`src/rtl/moving_sum_filter.sv`:
```
// Boxcar filter: o_y is the registered sum of the last DEPTH samples, one sample per clk.
// Latency: a sample shows up in o_y right after its capturing edge; no handshake, never stalls.
module moving_sum_filter #(
   parameter  int DATA_W = 8,
   parameter  int DEPTH  = 8,
   localparam int SUM_W  = DATA_W + $clog2(DEPTH)
) (
   input  logic              clk,
   input  logic              rst_n,
   input  logic [DATA_W-1:0] i_data,
   output logic [SUM_W-1:0]  o_y
);

   logic [DATA_W-1:0] hist [DEPTH];
   logic [SUM_W-1:0]  acc_nxt;

   // The oldest sample is always part of o_y, so subtracting it first cannot
   // underflow, and the following add never exceeds DEPTH*(2^DATA_W-1).
   always_comb begin
      acc_nxt = (o_y - SUM_W'(hist[DEPTH-1])) + SUM_W'(i_data);
   end

   // rst_n is active-high despite its name.
   always_ff @(posedge clk or posedge rst_n) begin
      if (rst_n) begin
         for (int i = 0; i < DEPTH; i++) begin
            hist[i] <= '0;
         end
         o_y <= '0;
      end else begin
         hist[0] <= i_data;
         for (int i = 1; i < DEPTH; i++) begin
            hist[i] <= hist[i-1];
         end
         o_y <= acc_nxt;
      end
   end

endmodule

```
`config.mk`:
```
export PLATFORM = sky130hd
export DESIGN_NAME = moving_sum_filter
export DESIGN_NICKNAME = d
export VERILOG_FILES = /design/src/rtl/moving_sum_filter.sv
export SDC_FILE = /design/constraint.sdc
export NUM_CORES = 1
export LEC_CHECK = 0
export BUFFER_PORTS_ARGS = -buffer_cell sky130_fd_sc_hd__buf_2
export CORE_ASPECT_RATIO = 2
export CORE_MARGIN = 4
export CORE_UTILIZATION = 58
export CTS_CLUSTER_DIAMETER = 80
export DETAILED_ROUTE_END_ITERATION = 8
export PLACE_DENSITY_LB_ADDON = 0.25
export SLEW_MARGIN = 20
export SYNTH_ARGS = -nofsm -noshare
export SYNTH_HDL_FRONTEND = slang
export SYNTH_SLANG_ARGS = --single-unit
```
`constraint.sdc`:
```
create_clock -name clk -period 2.4 [get_ports clk]
set_input_delay 0.36 -clock clk [delete_from_list [all_inputs] [get_ports clk]]
set_output_delay 0.36 -clock clk [all_outputs]
set_load 0.02 [all_outputs]
```
=== After elaboration in Yosys (flattened, before gate mapping) ===
Cells that the tools add are included.
Widths: inputs -> output; s select.

* Input port bits: 10
* Register bits: 75
* RAM bits: 0
* Memories: 0
* Output and inout port bits: 11
* Latch bits: 0
* Word-level logic and storage cells: 11
* ROM bits: 0

* Equality and inequality tests: 0
* Muxes and demuxes: 0
* Reduce and logical (&&, ||, !) cells: 0
* Divide/modulo/power cells: 0
* Bitwise gates (word level): 0
* Magnitude comparators: 0
* $mul: 0
* Shift-type cells: 0
* $add $sub $neg: 2

{| class="wikitable"
|+ Operator list
! kind !! count
|-
| $add 11x8->11 || 1
|-
| $sub 11x8->11 || 1
|}

=== Longest topological paths before layout ===
Gate-level depths: netlist of run 1.

* Depth in word-level cells: 2
* Mapped depth: 9
* Depth with buffers taken out: 9

=== Least setup slack after synthesis of run 1 ===
No wires, ideal clock.

* Path kind: reg-to-reg
* From: register o_y[1]
* To: register o_y[8]
* Stages on the path, launching flop included: 9
* Arrival: 2.211 ns
* Buffers on the path: 0
* Library setup time: 0.080 ns
* Setup slack: 0.109 ns
* Required time: 2.320 ns
* Period minus slack after synthesis: 2.291 ns
* Cells stage by stage: dfrtp_1 > inv_1 > fa_1 > inv_1 > fa_1 > a21oi_2 > o211ai_2 > o41ai_2 > xnor2_1

* Word-level cells in the longest chain between the ends: 2

{| class="wikitable"
|+ RTL lines
! what !! RTL line !! RTL
|-
| from (decl) || 11 || <nowiki>output logic [SUM_W-1:0] o_y</nowiki>
|-
| from (signal assigned) || 35 || <nowiki>o_y <= acc_nxt;</nowiki>
|-
| $sub 11x8->11 || 20 || <nowiki>acc_nxt = (o_y - SUM_W'(hist[DEPTH-1])) + SUM_W'(i_data);</nowiki>
|-
| $add 11x8->11 || 20 ||
|-
| via acc_nxt[8] || 15 || <nowiki>logic [SUM_W-1:0] acc_nxt;</nowiki>
|}

The timed path passes the listed nets, and every way through them passes these cells.

=== Worst setup path after layout of run 1 ===
* From: register o_y[2]
* To: register o_y[8]

The elaborated chain is that of the path after synthesis.

==> impl_metrics.env, run 1 <==
export IMPL_status="finished, final reports clean"
export IMPL_grt_pass1_wl_um=6710
export IMPL_clock_path_buffers=2
export IMPL_ys_seq_elements=75
export IMPL_path_clk_slew_ps=70
export IMPL_root_buffer="clkbuf_8"
export IMPL_worst_slack_ps=120
export IMPL_portBuffers=20
export IMPL_final_cell_mix="75 x dfrtp_1, 35 x inv_1, 20 x buf_2"
export IMPL_drc=0
export IMPL_overflow=0
export IMPL_grt_pass1_vias=1451
export IMPL_drt_iter0_drc=23
export IMPL_tightest_slew_ps=644
export IMPL_fp_row_count=34
export IMPL_hold_buffers=0
export IMPL_yosysWarnings=0
export IMPL_top_layer_used="met4"
export IMPL_worst_path_max_fanout=4
export IMPL_fin_util_pct=68.8
export IMPL_setup_tns_final_ps=0
export IMPL_route_met3_wl_um=167
export IMPL_period_needed_ps=2280
export IMPL_maxSlewHeadroom_pct=57.0
export IMPL_fin_crit_sh_pct=95.0
export IMPL_routabilityCongestion=0.790
export IMPL_fin_nets=236
export IMPL_wire_per_inst_um=14.5
export IMPL_wirelength_met1_um=1570
export IMPL_die_x_um=55.5
export IMPL_dr_pass1_iters=4
export IMPL_die_h_um=103
export IMPL_synthDistinctLibCells=24
export IMPL_core_sq_um=4340
export IMPL_place_inst=249
export IMPL_syn_nets=202
export IMPL_syn_inst=173
export IMPL_rsz0062_at_grt="false"
export IMPL_cts_tree="yes"
export IMPL_powerDensity_nw_per_um2=1340
export IMPL_p_leak_nw=1.48
export IMPL_seq_power_share_pct=38.0
export IMPL_n_antenna_cell=0
export IMPL_cts_buffers_inserted=9
export IMPL_instances_no_fill=266
export IMPL_synth_area_sq_um=2620
export IMPL_hpwl_um=2620
export IMPL_h_tree_depth=3
export IMPL_ir_worst_vdd_v=0.000893
export IMPL_internal_power_mw=2.54
export IMPL_grt_max_degree=34
export IMPL_setup_viol=0
export IMPL_viasPerCell=4.94
export IMPL_crit_path_start_kind="flip-flop"
export IMPL_clock_sinks=75
export IMPL_dr_wl_met2_um=2020
export IMPL_p_clk_share_pct=20.3
export IMPL_critPathArrivalTime_ps=2490
export IMPL_swShare_pct=36.3
export IMPL_initial_core_util_pct=60.3
export IMPL_holdCritPathClass="in -> async"
export IMPL_end_kind="flip-flop"
export IMPL_p_comb_share_pct=41.7
export IMPL_top_level_ports=21
export IMPL_hold_violations=0
export IMPL_drv_cap=0
export IMPL_track_usage_pct=16.3
export IMPL_antenna_found_initial=0
export IMPL_ant_nets=0
export IMPL_cp_required_ps=2610
export IMPL_vias=1314
export IMPL_insertion_delay_ps=340
export IMPL_layout_commonest_cell="dfrtp_1"
export IMPL_pre_cts_ws_ps=-60.4
export IMPL_ys_seq_area_share_pct=71.8
export IMPL_drive_above_1_share_pct=21.7
export IMPL_crit_type="reg -> reg"
export IMPL_syn_avg_cell_area_sq_um=15.1
export IMPL_area_growth_synth_to_final_pct=14.2
export IMPL_fmax_mhz=439
export IMPL_drt_wl_total_um=3850
export IMPL_die_area_sq_um=5710
export IMPL_slew_violations=0
export IMPL_skew_ps=7.15
export IMPL_p_sw_mw=1.45
==> cells in the mapped netlist (all sizes together) <==
| cell | number | area (sq um) |
|---|---|---|
| dfrtp | 75 | 1880 |
| fa | 8 | 160 |
| a31oi | 2 | 12.5 |
| nor3 | 1 | 5.00 |
| nand2b | 1 | 6.26 |
| nor2b | 1 | 6.26 |
| ha | 11 | 138 |
| nand2 | 3 | 11.3 |
| or3 | 1 | 6.26 |
| o21ai | 2 | 10.0 |
| xnor2 | 8 | 70.1 |
| xor2 | 2 | 17.5 |
| inv | 36 | 135 |
| o41ai | 1 | 16.3 |
| nor2 | 3 | 11.3 |
| o2111ai | 2 | 23.8 |
| o221ai | 1 | 15.0 |
| and3 | 1 | 6.26 |
| a21oi | 5 | 32.5 |
| nand3 | 7 | 35.0 |
| o211ai | 2 | 20.0 |
==> final timing paths <==
path                                start  endpoint  slack, ps  depth (start not counted)
worst max-delay path               o_y[2]    o_y[8]        120                          8
worst min-delay path                rst_n  hist[44]        100                          2
worst max register to register     o_y[2]    o_y[8]        120                          8
worst min register to register   hist[56]  hist[48]        350                          0
max in group asynchronous           rst_n  hist[56]       1510                          3
min in group clk                i_data[3]  hist[59]        140                          1
==> area by class of cell <==
type	count	area [sq um]
clock buffer	11	141
clock inverter	5	28.8
fill	323	1350
inverter	36	135
multi-input combinational	62	613
sequential	75	1880
tap	54	67.6
timing repair buffer	23	123
==> worst max-delay path, cell delays in order, from the launching register on <==
cell and delay [ps]:
dfrtp_1 360, inv_1 70, fa_1 490, inv_1 40, ha_1 370, a21oi_4 190, o211ai_2 130, o41ai_2 370
xnor2_1 130
==> sequential cells by signal, summed over array words and instances (netlist names) <==
| name | count |
|---|---|
| hist | 64 |
| o_y | 11 |
==> metal layers <==
metal  global-route usage [%]  vias up
met2                     26.5       25
met5                        0        -
met4                     9.36        0
met1                     18.6      672
met3                     5.76       10
li1                         -      607
==> power groups by stage <==
stage | Clock [mW] | Sequential [mW] | Combinational, mW
4_1_cts | 0.838 | 1.52 | 1.63
5_1_grt | 0.897 | 1.53 | 1.85
2_1_floorplan | 0 | 1.65 | 1.14
6_report | 0.810 | 1.52 | 1.66
3_3_place_gp | 0 | 1.54 | 1.56
3_5_place_dp | 0 | 1.54 | 1.60
==> kinds of logic (layout without fill, tap and decap cells) <==
family	count (synthesis)	after routing	share of synthesized area, %
compound gates	15	15	4.98
xor+xnor	10	10	3.35
fa+ha+maj	19	19	11.4
buf+inv	36	75	5.17
flops	75	75	71.8
simple gates	18	18	3.35
==> per-stage QoR <==
step / power, mW / hold slack, ps / area [sq um]
5_1_grt: 4.28 / 123 / 2990
2_1_floorplan: 2.79 / 331 / 2620
6_report: 3.99 / 101 / 2990
4_1_cts: 3.98 / 119 / 2970
3_3_place_gp: 3.09 / 337 / 2800
3_5_place_dp: 3.14 / 336 / 2800
==> what timing repair did <==
action / in CTS / in global routing
gates resized for setup: 0 / 2
endpoints found under the setup margin: 0 / 1
buffers inserted: 0 / 1
Note: power is estimated with default switching activity, not from simulation.
==> run 2, diff against run 1 <==
- CORE_UTILIZATION: 58 -> 62
- clock period: 2.4 -> 2.7 ns (I/O delays scaled with it)
==> run 2 against run 1 <==
Compared with the run above:
- fmax down 4.2%
- first-iteration DRC count down 13%
- power down 8.1%
- flip-flop and latch count unchanged
- final area up 0.92%
- clock skew down 1.8 ps
- clock power up 6.7%
- sequential share of layout area down 0.57 points
- routed wire length up 1.9%
- critical path depth unchanged
- largest cell class unchanged
- largest power group unchanged
- highest routed layer unchanged
==> impl_metrics.env, run 2 (synthesis gave the netlist of run 1 again) <==
export IMPL_status="finished, final reports clean"
export IMPL_cts_tree="yes"
export IMPL_die_area_sq_um=5380
export IMPL_h_tree_depth=3
export IMPL_tightest_slew_ps=727
export IMPL_hpwl_um=2780
export IMPL_viasPerCell=4.97
export IMPL_dpl_cell_area_sq_um=2800
export IMPL_hold_violations=0
export IMPL_maxSlewHeadroom_pct=51.5
export IMPL_cp_top_family="adder cells"
export IMPL_fillCellCount=253
export IMPL_cts_setup_buffers=0
export IMPL_setup_viol=0
export IMPL_crit_chain="inv_1 > fa_1 > inv_1 > fa_1 > a21oi_2 > o211ai_2 > o41ai_2 > xnor2_1"
export IMPL_critPathArrivalTime_ps=2620
export IMPL_cts_buffers_inserted=9
export IMPL_drt_wl_total_um=3920
export IMPL_largest_register="hist"
export IMPL_top_level_ports=21
export IMPL_routabilityCongestion=0.852
export IMPL_hold_ws_ps=194
export IMPL_root_buffer="clkbuf_8"
export IMPL_fin_crit_sh_pct=88.1
export IMPL_ant_nets=0
export IMPL_layout_commonest_cell="dfrtp_1"
export IMPL_area_growth_synth_to_final_pct=15.2
export IMPL_drv_cap=0
export IMPL_largest_register_ffs=64
export IMPL_ir_worst_vdd_v=0.000838
export IMPL_total_power_mw=3.67
export IMPL_wire_per_inst_um=15.0
export IMPL_insertion_delay_ps=330
export IMPL_powerDensity_nw_per_um2=1220
export IMPL_n_antenna_cell=0
export IMPL_path_buf_inv=2
export IMPL_cts_resized=0
export IMPL_grt_pass1_vias=1478
export IMPL_drc=0
export IMPL_fin_nets=234
export IMPL_fin_util_pct=73.7
export IMPL_skew_ps=5.35
export IMPL_initial_core_util_pct=64.0
export IMPL_slew_violations=0
export IMPL_rsz0062_at_grt="false"
export IMPL_die_h_um=99.8
export IMPL_top_regs="hist (64), o_y (11)"
export IMPL_path_clk_slew_ps=70
export IMPL_drt_iter0_drc=20
export IMPL_setup_tns_final_ps=0
export IMPL_portBuffers=20
export IMPL_holdCritPathClass="in -> reg"
export IMPL_grt_max_degree=40
export IMPL_period_needed_ps=2380
export IMPL_overflow=0
export IMPL_clock_path_buffers=2
export IMPL_track_usage_pct=18.5
export IMPL_crit_type="reg -> reg"
export IMPL_cpPeakStageDelay_ps=500
export IMPL_drive_above_1_share_pct=21.0
export IMPL_final_area_sq_um=3010
export IMPL_hold_buffers=0
export IMPL_dr_pass1_iters=4
export IMPL_vias=1302
export IMPL_crit_path_start_kind="flip-flop"
export IMPL_cp_slowest_cell="fa_1"
export IMPL_worst_path_max_fanout=3
export IMPL_p_leak_nw=1.50
export IMPL_die_x_um=53.9
export IMPL_fmax_mhz=420
export IMPL_end_kind="flip-flop"
export IMPL_core_sq_um=4090
export IMPL_cp_required_ps=2940
export IMPL_fp_row_count=33
export IMPL_grt_pass1_wl_um=6800
export IMPL_clock_sinks=75
export IMPL_final_cell_mix="75 x dfrtp_1, 35 x inv_1, 20 x buf_2"
export IMPL_antenna_found_initial=0
run 2: final cells by class:
class                   instances  area (sq um)  share of cell area [%]
flip-flops and latches         75          1880                    62.3
multi-input cells              62           603                    20.0
clock buffers                  12           165                    5.48
inverters                      36           135                    4.49
repair buffers                 21           120                    3.99
well taps                      52          65.1                    2.16
clock inverters                 4          47.5                    1.58
run 2: final timing paths:
kind	cells past startpoint	slack, ps	to	from
hold / removal	1	190	hist[62]	i_data[6]
hold reg to reg	0	350	hist[2]	hist[10]
setup reg to reg	8	320	o_y[8]	o_y[1]
max in group asynchronous	3	1850	hist[49]	rst_n
min in group asynchronous	2	200	hist[44]	rst_n
setup / recovery	8	320	o_y[8]	o_y[1]
run 2: stage by stage:
step	std cells	setup slack [ps]
after floorplan	173	385
after global placement	246	279
after detailed placement	246	181
after CTS	262	340
after global routing	262	202
final	262	320
run 2: power breakdown:
group | internal, mW | total, mW | switching (mW)
clock | 0.499 | 0.864 | 0.365
sequential | 1.28 | 1.35 | 0.0681
combinational | 0.601 | 1.45 | 0.853
run 2: routing by layer:
metal / vias to the layer above / track usage, % / wire length (um)
li1: 603 / - / -
met1: 671 / 21.0 / 1530
met2: 21 / 29.0 / 2170
met3: 7 / 6.24 / 119
met4: 0 / 11.6 / 108
met5: - / 0 / 0
==> run 3, diff against run 2 <==
- ABC_AREA: not set -> 1
- GPL_ROUTABILITY_DRIVEN: not set -> 0
==> run 3 against run 2 <==
Compared with the run above:
- synthesized area increased by 3.5%
- setup slack improved by 290 ps
- fmax increased by 14%
- global-route usage increased by 1.7 points
- worst hold slack got worse by 42 ps
==> impl_metrics.env, run 3 <==
export IMPL_root_buffer="clkbuf_8"
export IMPL_async_flop_share_pct=100
export IMPL_ir_worst_vdd_v=0.000792
export IMPL_synth_edf_count=0
export IMPL_drive_above_1_share_pct=16.1
export IMPL_wire_per_inst_um=14.1
export IMPL_synthDistinctLibCells=15
export IMPL_fillCellCount=288
export IMPL_grt_pass1_wl_um=7630
export IMPL_worst_path_max_fanout=4
export IMPL_worst_slack_ps=615
export IMPL_core_sq_um=4170
export IMPL_pre_cts_ws_ps=459
export IMPL_crit_type="reg -> reg"
export IMPL_cp_top_family="adder cells"
export IMPL_synth_top_area_share_pct=69.3
export IMPL_path_clk_slew_ps=80
export IMPL_cpPeakStageDelay_ps=500
export IMPL_grt_pass1_vias=1690
export IMPL_instances_no_fill=307
export IMPL_initial_core_util_pct=64.9
export IMPL_ys_seq_area_share_pct=69.3
export IMPL_portBuffers=20
export IMPL_vias=1506
export IMPL_cp_slowest_cell="fa_1"
export IMPL_cp_required_ps=2940
export IMPL_track_usage_pct=20.2
export IMPL_top_level_ports=21
export IMPL_drv_cap=0
export IMPL_synth_area_sq_um=2710
export IMPL_synthTopCellsByCount="75 x dfrtp_1, 48 x inv_1, 41 x nand2_1, 11 x ha_1, 10 x nand3_1"
export IMPL_rsz0062_at_grt="false"
export IMPL_viasPerCell=4.91
export IMPL_cts_setup_buffers=0
export IMPL_holdCritPathClass="in -> async"
export IMPL_crit_path_start_kind="flip-flop"
export IMPL_maxSlewHeadroom_pct=57.0
export IMPL_status="finished, final reports clean"
export IMPL_setup_viol=0
export IMPL_layout_commonest_cell="dfrtp_1"
export IMPL_skew_ps=6.29
export IMPL_cts_resized=0
export IMPL_p_comb_share_pct=41.1
export IMPL_period_needed_ps=2090
export IMPL_die_h_um=101
export IMPL_final_cell_mix="75 x dfrtp_1, 47 x inv_1, 41 x nand2_1"
export IMPL_clock_path_buffers=2
export IMPL_slew_violations=0
export IMPL_n_antenna_cell=0
export IMPL_hpwl_um=2980
export IMPL_drc=0
export IMPL_tightest_slew_ps=644
export IMPL_syn_nets=247
export IMPL_hold_buffers=0
export IMPL_largest_register_ffs=64
export IMPL_cts_tree="yes"
export IMPL_ys_seq_elements=75
export IMPL_yosysWarnings=0
export IMPL_p_sw_mw=1.43
export IMPL_hold_violations=0
export IMPL_cts_buffers_inserted=9
export IMPL_swShare_pct=38.9
export IMPL_hold_ws_ps=152
export IMPL_top_regs="hist (64), o_y (11)"
export IMPL_die_area_sq_um=5550
export IMPL_synthFlopType="dfrtp_1"
export IMPL_internal_power_mw=2.25
export IMPL_drt_iter0_drc=41
export IMPL_crit_chain="inv_1 > fa_1 > inv_1 > fa_1 > nand2_1 > nand3_1 > nand3_1 > nand2_1 > nand2_1 > nand2_1"
export IMPL_antenna_found_initial=0
export IMPL_path_buf_inv=2
export IMPL_crit_top_cell="nand2_1"
export IMPL_fmax_mhz=480
export IMPL_seq_area_sq_um=1880
export IMPL_end_kind="flip-flop"
export IMPL_setup_tns_final_ps=0
export IMPL_fin_nets=279
export IMPL_multiInputGateArea_sq_um=649
export IMPL_seq_power_share_pct=36.6
export IMPL_syn_inst=218
export IMPL_grt_max_degree=45
export IMPL_insertion_delay_ps=340
export IMPL_largest_register="hist"
export IMPL_place_inst=291
export IMPL_die_x_um=54.7
export IMPL_p_leak_nw=1.64
export IMPL_drt_wl_total_um=4320
export IMPL_fp_row_count=33
export IMPL_p_clk_share_pct=22.4
export IMPL_yosysMostFrequentCell="dfrtp_1"
export IMPL_critPathArrivalTime_ps=2330
export IMPL_synth_top_area_cell="dfrtp_1"
export IMPL_synth_area_leaders="dfrtp_1 69%, inv_1 6.7%, fa_1 5.9%, nand2_1 5.7%, ha_1 5.1%"
export IMPL_fin_crit_sh_pct=77.2
export IMPL_area_growth_synth_to_final_pct=14.0
export IMPL_clock_sinks=75
export IMPL_h_tree_depth=3
export IMPL_ant_nets=0
export IMPL_overflow=0
export IMPL_syn_avg_cell_area_sq_um=12.4
export IMPL_fin_util_pct=74.0
export IMPL_dr_pass1_iters=5
export IMPL_powerDensity_nw_per_um2=1190
==> run 3: cell count changes after synthesis, moves of 2 or more <==
cell     before  now
inv_1        36   48
nor2_1        3    9
nand2_1       3   41
nand4_1       0    2
a31oi_1       2    0
xor2_1        2    4
o21ai_0       2    0
xnor2_1       8    2
nand3_1       7   10
a21oi_2       2    0
==> run 3: power groups by stage <==
stage	clock (mW)	combinational, mW	sequential [mW]
global placement	0	1.43	1.37
global route	0.907	1.73	1.36
floorplan	0	1.01	1.46
CTS	0.840	1.51	1.35
finish	0.823	1.51	1.35
detailed placement	0	1.48	1.37
==> run 3: kinds of logic after synthesis <==
group / count (synthesis) / synth area share (%)
AOI/OAI and AO/OA: 4 / 0.740
xor gates and xnor gates: 6 / 1.94
and+or+nand+nor: 66 / 10.3
adders and majority gates: 19 / 11.0
buffers and inverters: 48 / 6.66
DFF: 75 / 69.3
==> run 3: per-layer routing <==
metal	GRT usage [%]	routed length, um	up-vias
li1	-	-	712
met1	24.4	1700	731
met2	30.0	2260	44
met3	6.77	182	19
met4	13.2	180	0
met5	0	0	-
==> run 3: cell type report <==
| type | count | share of cell area (%) |
|---|---|---|
| flip-flops and latches | 75 | 60.8 |
| multi-input cells | 95 | 21.0 |
| inverters | 48 | 5.84 |
| clock buffers | 10 | 4.14 |
| repair buffers | 21 | 3.89 |
| clock inverters | 6 | 2.15 |
| well taps | 52 | 2.11 |
==> run 3: per-stage QoR <==
step,total power [mW],instance area (sq um)
6_report,3.68,3090
5_1_grt,4.00,3090
4_1_cts,3.70,3090
3_5_place_dp,2.85,2890
3_3_place_gp,2.80,2890
2_1_floorplan,2.47,2710
==> run 3: path summary, 6_finish.rpt <==
| kind | depth (start not counted) | end | start | slack (ps) |
|---|---|---|---|---|
| setup / recovery | 10 | o_y[8] | o_y[1] | 610 |
| hold / removal | 2 | o_y[3] | rst_n | 150 |
| setup reg to reg | 10 | o_y[8] | o_y[1] | 610 |
| hold reg to reg | 0 | hist[8] | hist[16] | 350 |
| max in group asynchronous | 3 | hist[47] | rst_n | 1910 |
| min in group clk | 1 | hist[57] | i_data[1] | 170 |
